File: config.mk
export PLATFORM = sky130hd
export DESIGN_NAME = aira_ml_output_collector
export DESIGN_NICKNAME = d
export VERILOG_FILES = /design/src/rtl/aira_ml_io_pkg.sv /design/src/rtl/aira_ml_result_buffer.sv /design/src/rtl/aira_ml_output_collector.sv
export SDC_FILE = /design/constraint.sdc
export NUM_CORES = 1
export LEC_CHECK = 0
export BUFFER_PORTS_ARGS = -buffer_cell sky130_fd_sc_hd__buf_2
export CAP_MARGIN = 20
export CORE_ASPECT_RATIO = 1.5
export CORE_MARGIN = 4
export CORE_UTILIZATION = 35
export CTS_BUF_LIST = sky130_fd_sc_hd__clkbuf_8
export DETAILED_ROUTE_END_ITERATION = 8
export SETUP_SLACK_MARGIN = 0.1
export SYNTH_ARGS = -nofsm -noshare
export SYNTH_HDL_FRONTEND = slang
export SYNTH_SLANG_ARGS = --single-unit
File: constraint.sdc
create_clock -name clk -period 5.4 [get_ports clk]
set_input_delay 0.27 -clock clk [delete_from_list [all_inputs] [get_ports clk]]
set_output_delay 0.27 -clock clk [all_outputs]
set_load 0.01 [all_outputs]
File: src/rtl/aira_ml_io_pkg.sv
// Shared types and default parameters for the aira_ml host-side I/O blocks.
package aira_ml_io_pkg;

  localparam int unsigned AIRA_N_OUTPUT    = 16;
  localparam int unsigned AIRA_N_PORTS     = 2;
  localparam int unsigned AIRA_N_ADDR      = 4;
  localparam int unsigned AIRA_DEPTH       = 16;
  localparam int unsigned AIRA_FRAME_CNT_W = 8;

  typedef enum logic {
    COLLECT = 1'b0,
    DRAIN   = 1'b1
  } collector_state_t;

endpackage

File: src/rtl/aira_ml_result_buffer.sv
// Frame buffer for the output collector: multi-port writes where the highest
// port index wins a collision, a per-word valid mask with synchronous clear,
// and one combinational read port.
module aira_ml_result_buffer
  import aira_ml_io_pkg::*;
#(
  parameter int unsigned N_OUTPUT = AIRA_N_OUTPUT,
  parameter int unsigned N_PORTS  = AIRA_N_PORTS,
  parameter int unsigned N_ADDR   = AIRA_N_ADDR,
  parameter int unsigned DEPTH    = AIRA_DEPTH
) (
  input  logic                               clk_i,
  input  logic                               rst_ni,
  input  logic                               we_i,
  input  logic [N_PORTS-1:0][N_OUTPUT-1:0]   wdata_i,
  input  logic [N_PORTS-1:0][N_ADDR-1:0]     waddr_i,
  input  logic                               clr_i,
  input  logic [N_ADDR-1:0]                  raddr_i,
  output logic [N_OUTPUT-1:0]                rdata_o,
  output logic                               full_d_o,
  output logic                               addr_err_o
);

  localparam logic [N_ADDR:0] DepthLim = (N_ADDR+1)'(DEPTH);

  logic [N_OUTPUT-1:0] mem_q [DEPTH];
  logic [DEPTH-1:0]    mask_q;
  logic [DEPTH-1:0]    mask_d;
  logic [N_PORTS-1:0]  in_range;
  logic [N_PORTS-1:0]  port_ok;

  // Qualify each port: only in-range addresses may touch the buffer.
  always_comb begin
    in_range = '0;
    port_ok  = '0;
    for (int p = 0; p < N_PORTS; p++) begin
      in_range[p] = ({1'b0, waddr_i[p]} < DepthLim);
      port_ok[p]  = we_i && in_range[p];
    end
    addr_err_o = we_i && !(&in_range);
  end

  // Next-state mask; full_d_o looks ahead so the FSM can switch on the completing write.
  always_comb begin
    mask_d = mask_q;
    if (clr_i) begin
      mask_d = '0;
    end else begin
      for (int p = 0; p < N_PORTS; p++) begin
        if (port_ok[p]) begin
          mask_d[waddr_i[p]] = 1'b1;
        end
      end
    end
  end

  assign full_d_o = &mask_d;

  // Valid mask register.
  always_ff @(posedge clk_i or negedge rst_ni) begin
    if (!rst_ni) begin
      mask_q <= '0;
    end else begin
      mask_q <= mask_d;
    end
  end

  // Data array is not reset; later ports are assigned last so they win collisions.
  always_ff @(posedge clk_i) begin
    for (int p = 0; p < N_PORTS; p++) begin
      if (port_ok[p]) begin
        mem_q[waddr_i[p]] <= wdata_i[p];
      end
    end
  end

  assign rdata_o = mem_q[raddr_i];

endmodule

File: src/rtl/aira_ml_output_collector.sv
// Collects address-tagged result words from the inference core into a frame,
// then stalls the core and streams the frame out over valid/ready.
module aira_ml_output_collector
  import aira_ml_io_pkg::*;
#(
  parameter int unsigned N_OUTPUT = AIRA_N_OUTPUT,
  parameter int unsigned N_PORTS  = AIRA_N_PORTS,
  parameter int unsigned N_ADDR   = AIRA_N_ADDR,
  parameter int unsigned DEPTH    = AIRA_DEPTH
) (
  input  logic                              clk,
  input  logic                              rst,
  input  logic [N_PORTS-1:0][N_OUTPUT-1:0]  i_data,
  input  logic [N_PORTS-1:0][N_ADDR-1:0]    i_d_addr,
  input  logic                              i_d_valid,
  output logic                              o_stall,
  output logic [N_OUTPUT-1:0]               o_tx_data,
  output logic                              o_tx_valid,
  output logic                              o_tx_last,
  input  logic                              i_tx_ready,
  output logic [AIRA_FRAME_CNT_W-1:0]       o_frame_count,
  output logic                              o_addr_err
);

  localparam logic [N_ADDR-1:0] LastIdx = N_ADDR'(DEPTH - 1);

  collector_state_t              state_q, state_d;
  logic [N_ADDR-1:0]             rd_ptr_q, rd_ptr_d;
  logic [AIRA_FRAME_CNT_W-1:0]   frame_cnt_q, frame_cnt_d;
  logic                          addr_err_q, addr_err_d;

  logic                          in_drain;
  logic                          at_last;
  logic                          tx_fire;
  logic                          buf_we;
  logic                          buf_clr;
  logic                          buf_full_d;
  logic                          buf_addr_err;
  logic [N_OUTPUT-1:0]           buf_rdata;

  assign in_drain = (state_q == DRAIN);
  assign at_last  = (rd_ptr_q == LastIdx);
  assign tx_fire  = in_drain && i_tx_ready;
  assign buf_we   = i_d_valid && !in_drain;
  assign buf_clr  = tx_fire && at_last;

  aira_ml_result_buffer #(
    .N_OUTPUT (N_OUTPUT),
    .N_PORTS  (N_PORTS),
    .N_ADDR   (N_ADDR),
    .DEPTH    (DEPTH)
  ) u_buffer (
    .clk_i      (clk),
    .rst_ni     (rst),
    .we_i       (buf_we),
    .wdata_i    (i_data),
    .waddr_i    (i_d_addr),
    .clr_i      (buf_clr),
    .raddr_i    (rd_ptr_q),
    .rdata_o    (buf_rdata),
    .full_d_o   (buf_full_d),
    .addr_err_o (buf_addr_err)
  );

  // Next-state logic: enter DRAIN on the completing write, leave after the last handshake.
  always_comb begin
    state_d     = state_q;
    rd_ptr_d    = rd_ptr_q;
    frame_cnt_d = frame_cnt_q;
    addr_err_d  = addr_err_q | buf_addr_err;
    case (state_q)
      COLLECT: begin
        if (buf_full_d) begin
          state_d = DRAIN;
        end
      end
      DRAIN: begin
        if (tx_fire) begin
          if (at_last) begin
            rd_ptr_d    = '0;
            frame_cnt_d = frame_cnt_q + 1'b1;
            state_d     = COLLECT;
          end else begin
            rd_ptr_d = rd_ptr_q + 1'b1;
          end
        end
      end
      default: state_d = COLLECT;
    endcase
  end

  // State, read pointer, frame counter and sticky error registers.
  always_ff @(posedge clk or negedge rst) begin
    if (!rst) begin
      state_q     <= COLLECT;
      rd_ptr_q    <= '0;
      frame_cnt_q <= '0;
      addr_err_q  <= 1'b0;
    end else begin
      state_q     <= state_d;
      rd_ptr_q    <= rd_ptr_d;
      frame_cnt_q <= frame_cnt_d;
      addr_err_q  <= addr_err_d;
    end
  end

  assign o_stall       = in_drain;
  assign o_tx_valid    = in_drain;
  assign o_tx_last     = in_drain && at_last;
  assign o_tx_data     = in_drain ? buf_rdata : '0;
  assign o_frame_count = frame_cnt_q;
  assign o_addr_err    = addr_err_q;

endmodule

==> out/metrics.csv, run 1 <==
metric,value,unit
Final Hold Viols,0,
Vias,8124,
DP Area,15300,um^2
Synth Area per Inst,16.8,um^2
clock period minus final worst setup slack,3.67,ns
post-layout instance area,16200,um^2
post-synthesis xor/xnor area fraction,0.00609,
async set or reset register ratio after synthesis,0.102,
Crit path arrival time,3.40,ns
type of the tightest min-delay check,in2reg,
crit share post-route,0.680,
post-synthesis sequential area ratio,0.585,
worst setup path end,o_tx_data[6],
final setup fails,0,
Final Util,0.401,
drt pass-1 iters,5,
Nets,969,
largest net degree at the start of global routing,40,
Startpoint Class,flip-flop,
met1 Usage GRT,0.222,
Clock Pin Slew Worst Setup and Hold Paths,0.06,ns
clk buf depth,3,
compound-gate portion of the synthesized area,0.0137,
syn nets,903,
RD Place Congestion,0.782,
Critical path origin,rd_ptr_q[0],
Post-synth EDFFs,256,
Sink Count,285,
vias in the first global route,8821,
CTS tree,done,
Initial Utilization,0.356,
worst r2r src,o_stall,
#FFs+latches synth,285,
Die Width,174,um
total CTS buffers,45,
Root Buffer,clkbuf_8,
dominant synthesized flop cell,edfxtp_1,
Antenna Nets Post-Route,0,
DIE AREA,44500,um^2
RSZ-0062 raised after global routing,false,
Reg-to-Reg End,u_buffer.mem_q[8][9],
Die H,256,um
antenna violations before repair,2,
hpwl dp,24.1,mm
DRT Wirelength,39.5,mm
I/O Pins,72,
Slew Limit Fails,0,
Pwr Total,6.23,mW
final cell count without fillers,1465,
drt drc,0,
CORE AREA,40400,um^2
mux share of post-synthesis cell area,0.326,
DP Cell Count,1380,
Post-synth top cells,"257 x mux2_2, 256 x edfxtp_1, 80 x mux4_2, 58 x clkbuf_1, 36 x nor2_1",
worst ir drop on vdd,0.000223,V
simple-gate share of the synthesized area,0.0427,
Tightest Pin Transition,1.11,ns
Pleak,5.45,nW
status,finished clean,
skew final,0.0148,ns
MaxCap Viol Count,0,
Total GRT Usage,0.176,
Syn-to-layout area delta,12.6,%
Unique masters post-synth,43,
met2 Track Usage GR,0.302,
Cell Pwr Density,385,nW/um^2
Relative slew margins,0.262,
Ys Warns,0,
Synth top area share,0.534,
post-synthesis cell area,14400,um^2
busiest grt layer,met2,
Port Buffers,70,
total grt overflow,0,
Synth area leaders,"edfxtp_1 53%, mux2_2 20%, mux4_2 13%",
worst r2r path cells,3,
r2r setup slk,2.05,ns
Avg WL per Cell,27.0,um
Vias/cell,5.55,
DR iter-0 viols,458,
Setup crit end kind,output pin,
Crit Path Max Fanout,29,
setup TNS,0,ns
first-pass GRT wire length,58.3,mm
Worst Path Required,5.13,ns
clock insertion delay at the later pin of the skew report,0.57,ns
main combinational cell family by area after synthesis,multiplexers,
WS Path Type,reg2out,
CTS resizes,0,
Max Fclk,272,MHz
htree depth,2,
met3 usage,0.0311,
Synth area leader,edfxtp_1,
row cnt,90,
synthesized-area fraction occupied by adder cells,0.00174,
layout cell share with drive strength beyond 1,0.539,
cells after synthesis,857,
most frequent cell after synthesis,mux2_2,
[per-layer routing]
metal | vias up | wire [um]
li1 | 3548 | -
met1 | 4260 | 16200
met2 | 223 | 20000
met3 | 91 | 1820
met4 | 2 | 1540
met5 | - | 9
[where the power goes]
group / switching [mW] / total [mW] / internal, mW
sequential: 0.189 / 2.72 / 2.53
clock: 0.863 / 1.72 / 0.853
combinational: 0.853 / 1.80 / 0.946
[repair_timing]
action                                 4_1_cts  5_1_grt
endpoints found under the hold margin       29        0
buffers inserted                             0        0
hold buffers                                 1        0
[worst min path at each step]
stage,cells after the start,startpoint,endpoint,slack (ns)
2_1_floorplan,0,rst,o_frame_count[0],-0.03
3_3_place_gp,1,rst,o_frame_count[6],0.33
6_report,4,i_tx_ready,rd_ptr_q[3],0.10
5_1_grt,4,i_tx_ready,rd_ptr_q[3],0.13
4_1_cts,4,i_tx_ready,rd_ptr_q[3],0.07
3_5_place_dp,1,rst,o_frame_count[6],0.33
[sequential cells by signal (all words and copies together) (netlist names)]
signal           flops
u_buffer.mem_q     256
u_buffer.mask_q     16
o_frame_count        8
rd_ptr_q             4
o_stall              1
[cells in the final DEF, fill, tap and decap left out, types with 5 or more instances in the layout]
master    Yosys  final
mux2_2      257    257
edfxtp_1    256    256
mux4_2       80     80
buf_2        18     70
clkbuf_8      0     47
nor2_1       36     32
buf_4         2     29
dfrtp_1      29     27
inv_1         2     21
nand2_1      20     20
and2_1       19     19
o22ai_2       1     10
clkinv_1      0      9
a221oi_1      7      7
xnor2_1       7      7
clkinv_2      0      5
[cell families after synthesis]
logic type | count (synthesis)
AND/OR/NAND/NOR | 111
flip-flops | 285
XOR/XNOR | 10
AO/OA/AOI/OAI | 27
multiplexers | 337
adder cells (fa/ha/maj) | 2
other | 1
buffers and inverters | 84
[critical path: stages (launching register included)]
cell and delay [ns]:
dfrtp_4 0.85, buf_4 0.49, mux4_2 0.60, mux4_2 0.49, and2_1 0.21, buf_2 0.15
[final cells by class]
class	count	area (um^2)
Clock inverter	35	168
Clock buffer	47	647
Multi-Input combinational cell	488	5720
Tap cell	506	633
Fill cell	3700	24200
Sequential cell	285	8420
Timing Repair Buffer	101	606
Antenna cell	1	2.50
Inverter	2	7.51
[stage by stage]
| stage | setup slack [ns] | hold WS, ns |
|---|---|---|
| global placement | 2.16 | 0.330 |
| floorplan | 2.64 | -0.0256 |
| CTS | 1.60 | 0.0718 |
| finish | 1.73 | 0.104 |
| detailed placement | 2.08 | 0.335 |
| global route | 1.53 | 0.127 |
No activity file was read; power rests on OpenSTA's default activity.
==> run 2, diff against run 1 <==
- ABC_AREA: not set -> 1
- clock period: 5.4 -> 3.8 ns (I/O delays scaled with it)
==> run 2 against run 1 <==
Sequential share of layout area rose by 1.0 points. Worst hold slack improved by 0.038 ns. Critical path depth rose by 3. Cell area down 1.9%. Flip-flop and latch count did not move. Utilization down 0.54 points. Power grew 56%. Clock-buffer cell count increased by 1. Synthesized cell count rose by 85%. Register-to-register slack got worse by 0.79 ns. Critical path type unchanged. Cell count grew 46%. Routed wire length up 22%.
==> out/metrics.csv, run 2 <==
metric,value,unit,change
status,finished clean,,unchanged
clock period minus final worst setup slack,3.11,ns,
Largest register FFs,256,,unchanged
async set or reset register ratio after synthesis,0.102,,unchanged
Post-synth top cells,"391 x o21ai_0, 367 x nand2_1, 256 x edfxtp_1, 169 x nor2_1, 117 x clkbuf_1",,"was 257 x mux2_2, 256 x edfxtp_1, 80 x mux4_2, 58 x clkbuf_1, 36 x nor2_1"
Antenna Nets Post-Route,0,,unchanged
clock insertion delay at the later pin of the skew report,0.58,ns,was 0.57 ns
Unique masters post-synth,35,,was 43
final setup margin,0.690,ns,was 1.73 ns
setup TNS,0,ns,unchanged
Pleak,6.36,nW,was 5.45 nW
post-synthesis sequential area ratio,0.590,,was 0.585
Synth Area per Inst,9.01,um^2,was 16.8 um^2
fillcell total,3890,,"was 3,700"
syn nets,1628,,was 903
Die H,255,um,was 256 um
most frequent cell after synthesis,o21ai_0,,was mux2_2
"most common cell after layout, fill and taps aside",o21ai_0,,was mux2_2
Crit path arrival time,2.92,ns,was 3.40 ns
Startpoint Class,flip-flop,,unchanged
first-pass GRT wire length,71.1,mm,was 58.3 mm
Syn-to-layout area delta,11.5,%,was 12.6%
Die Width,173,um,was 174 um
Crit Path Max Fanout,21,,was 29
Clock Pin Slew Worst Setup and Hold Paths,0.07,ns,was 0.06 ns
Max Fclk,322,MHz,
vias in the first global route,11600,,"was 8,821"
RSZ-0062 raised after global routing,false,,unchanged
top layer in use,met4,,was met5
Vias/cell,5.56,,was 5.55
Root Buffer,clkbuf_8,,unchanged
row cnt,90,,unchanged
Sink Count,285,,unchanged
Ys Warns,0,,unchanged
total grt overflow,0,,unchanged
htree depth,2,,unchanged
RD Place Congestion,0.906,,was 0.782
MaxCap Viol Count,0,,unchanged
Total GRT Usage,0.212,,was 0.176
Cell Pwr Density,611,nW/um^2,was 385 nW/um^2
largest net degree at the start of global routing,130,,was 40
DR iter-0 viols,1388,,was 458
antenna violations before repair,3,,was 2
type of the tightest min-delay check,in2reg,,unchanged
CTS tree,done,,unchanged
Initial Utilization,0.355,,was 0.356
crit share post-route,0.819,,
DIE AREA,44100,um^2,"was 44,500 um^2"
post-synthesis cell area,14300,um^2,"was 14,400 um^2"
Final Hold Viols,0,,unchanged
Tightest Pin Transition,0.884,ns,was 1.11 ns
Synth top area share,0.539,,was 0.534
worst ir drop on vdd,0.000660,V,was 0.000223 V
#FFs+latches synth,285,,unchanged
Nets,1641,,was 969
Avg WL per Cell,22.6,um,was 27.0 um
CORE AREA,40200,um^2,"was 40,400 um^2"
cells after synthesis,1582,,was 857
layout cell share with drive strength beyond 1,0.114,,was 0.539
Setup crit end kind,output pin,,unchanged
final setup fails,0,,unchanged
hpwl dp,30.0,mm,was 24.1 mm
# Post-CTS Setup Buffers,0,,unchanged
DRT Wirelength,48.3,mm,was 39.5 mm
WS Path Type,reg2out,,unchanged
dominant synthesized flop cell,edfxtp_1,,unchanged
clk buf depth,3,,unchanged
Post-synth EDFFs,256,,unchanged
pre-CTS WS,1.27,ns,was 2.08 ns
metal3 WL,3.52,mm,was 1.82 mm
Synth area leaders,"edfxtp_1 54%, o21ai_0 14%, nand2_1 9.7%",,"was edfxtp_1 53%, mux2_2 20%, mux4_2 13%"
Worst Path Required,3.61,ns,was 5.13 ns
M1 WL,17.5,mm,was 16.2 mm
skew final,0.0136,ns,was 0.0148 ns
CTS resizes,0,,unchanged
drt pass-1 iters,6,,was 5
Relative slew margins,0.407,,was 0.262
wire length on met2,24.5,mm,was 20.0 mm
total CTS buffers,43,,was 45
Vias,11900,,"was 8,124"
drt drc,0,,unchanged
Slew Limit Fails,0,,unchanged
Synth area leader,edfxtp_1,,unchanged
most frequent cells in the layout,"391 x o21ai_0, 367 x nand2_1, 256 x edfxtp_1",,"was 257 x mux2_2, 256 x edfxtp_1, 80 x mux4_2"
CTS hold repair buffers,2,,was 1
I/O Pins,72,,unchanged
Port Buffers,70,,unchanged
[run 2: area by class of cell]
| class | instances | area, um^2 | area share |
|---|---|---|---|
| Clock buffer | 48 | 661 | 0.0416 |
| Inverter | 73 | 280 | 0.0176 |
| Tap cell | 506 | 633 | 0.0398 |
| Antenna cell | 3 | 7.51 | 0.000472 |
| Clock inverter | 30 | 170 | 0.0107 |
| Sequential cell | 285 | 8420 | 0.530 |
| Multi-Input combinational cell | 1074 | 4970 | 0.313 |
| Timing Repair Buffer | 118 | 753 | 0.0474 |
[run 2: routing by layer]
layer / vias up / GRT usage
met4: 0 / 0.119
met1: 5634 / 0.242
met5: - / 0
li1: 5469 / -
met2: 625 / 0.385
met3: 159 / 0.0293
[run 2: kinds of logic (layout without fill, tap and decap cells)]
family          count (synthesis)  count (layout)  share of synthesized area
xor+xnor                        8               8                    0.00492
fa+ha+maj                       2               2                    0.00176
simple gates                  573             573                      0.158
flops                         285             285                      0.590
buf+inv                       223             269                     0.0613
other cells                     1               4                   0.000263
compound gates                490             490                      0.183
[run 2: path summary, 6_finish.rpt]
path,slack [ns],depth (start not counted),to,start
worst max register to register,1.26,7,u_buffer.mem_q[1][4],o_stall
worst min-delay path,0.14,6,u_buffer.mask_q[0],i_d_addr[0]
worst max-delay path,0.69,8,o_tx_data[9],rd_ptr_q[2]
worst min register to register,0.48,1,o_frame_count[7],o_frame_count[7]
max in group asynchronous,3.08,2,rd_ptr_q[0],rst
min in group asynchronous,0.20,2,o_frame_count[3],rst
[run 2: critical path: stages, from the launching register on]
cell and delay [ns]:
dfrtp_1 0.38, buf_4 0.22, nand2_1 0.16, clkinv_1 0.71
nand2_1 0.28, nand2_1 0.15, inv_1 0.10, a21oi_1 0.14
buf_2 0.18
[run 2: metrics by stage]
stage / utilization / cells / total power [mW] / hold WS (ns) / area, um^2
after floorplan: - / 1582 / 5.92 / -0.106 / 14300
after global placement: 0.374 / 2054 / 7.21 / 0.274 / 15000
after detailed placement: 0.374 / 2054 / 7.23 / 0.276 / 15000
after CTS: 0.395 / 2134 / 9.76 / 0.110 / 15900
after global routing: 0.395 / 2137 / 10.2 / 0.153 / 15900
final: 0.395 / 2137 / 9.71 / 0.142 / 15900
[run 2: where the power goes]
group / switching (mW) / total [mW] / internal [mW]
clock: 1.25 / 2.54 / 1.29
combinational: 2.39 / 3.42 / 1.03
sequential: 0.0931 / 3.74 / 3.65
total: 3.74 / 9.71 / 5.97
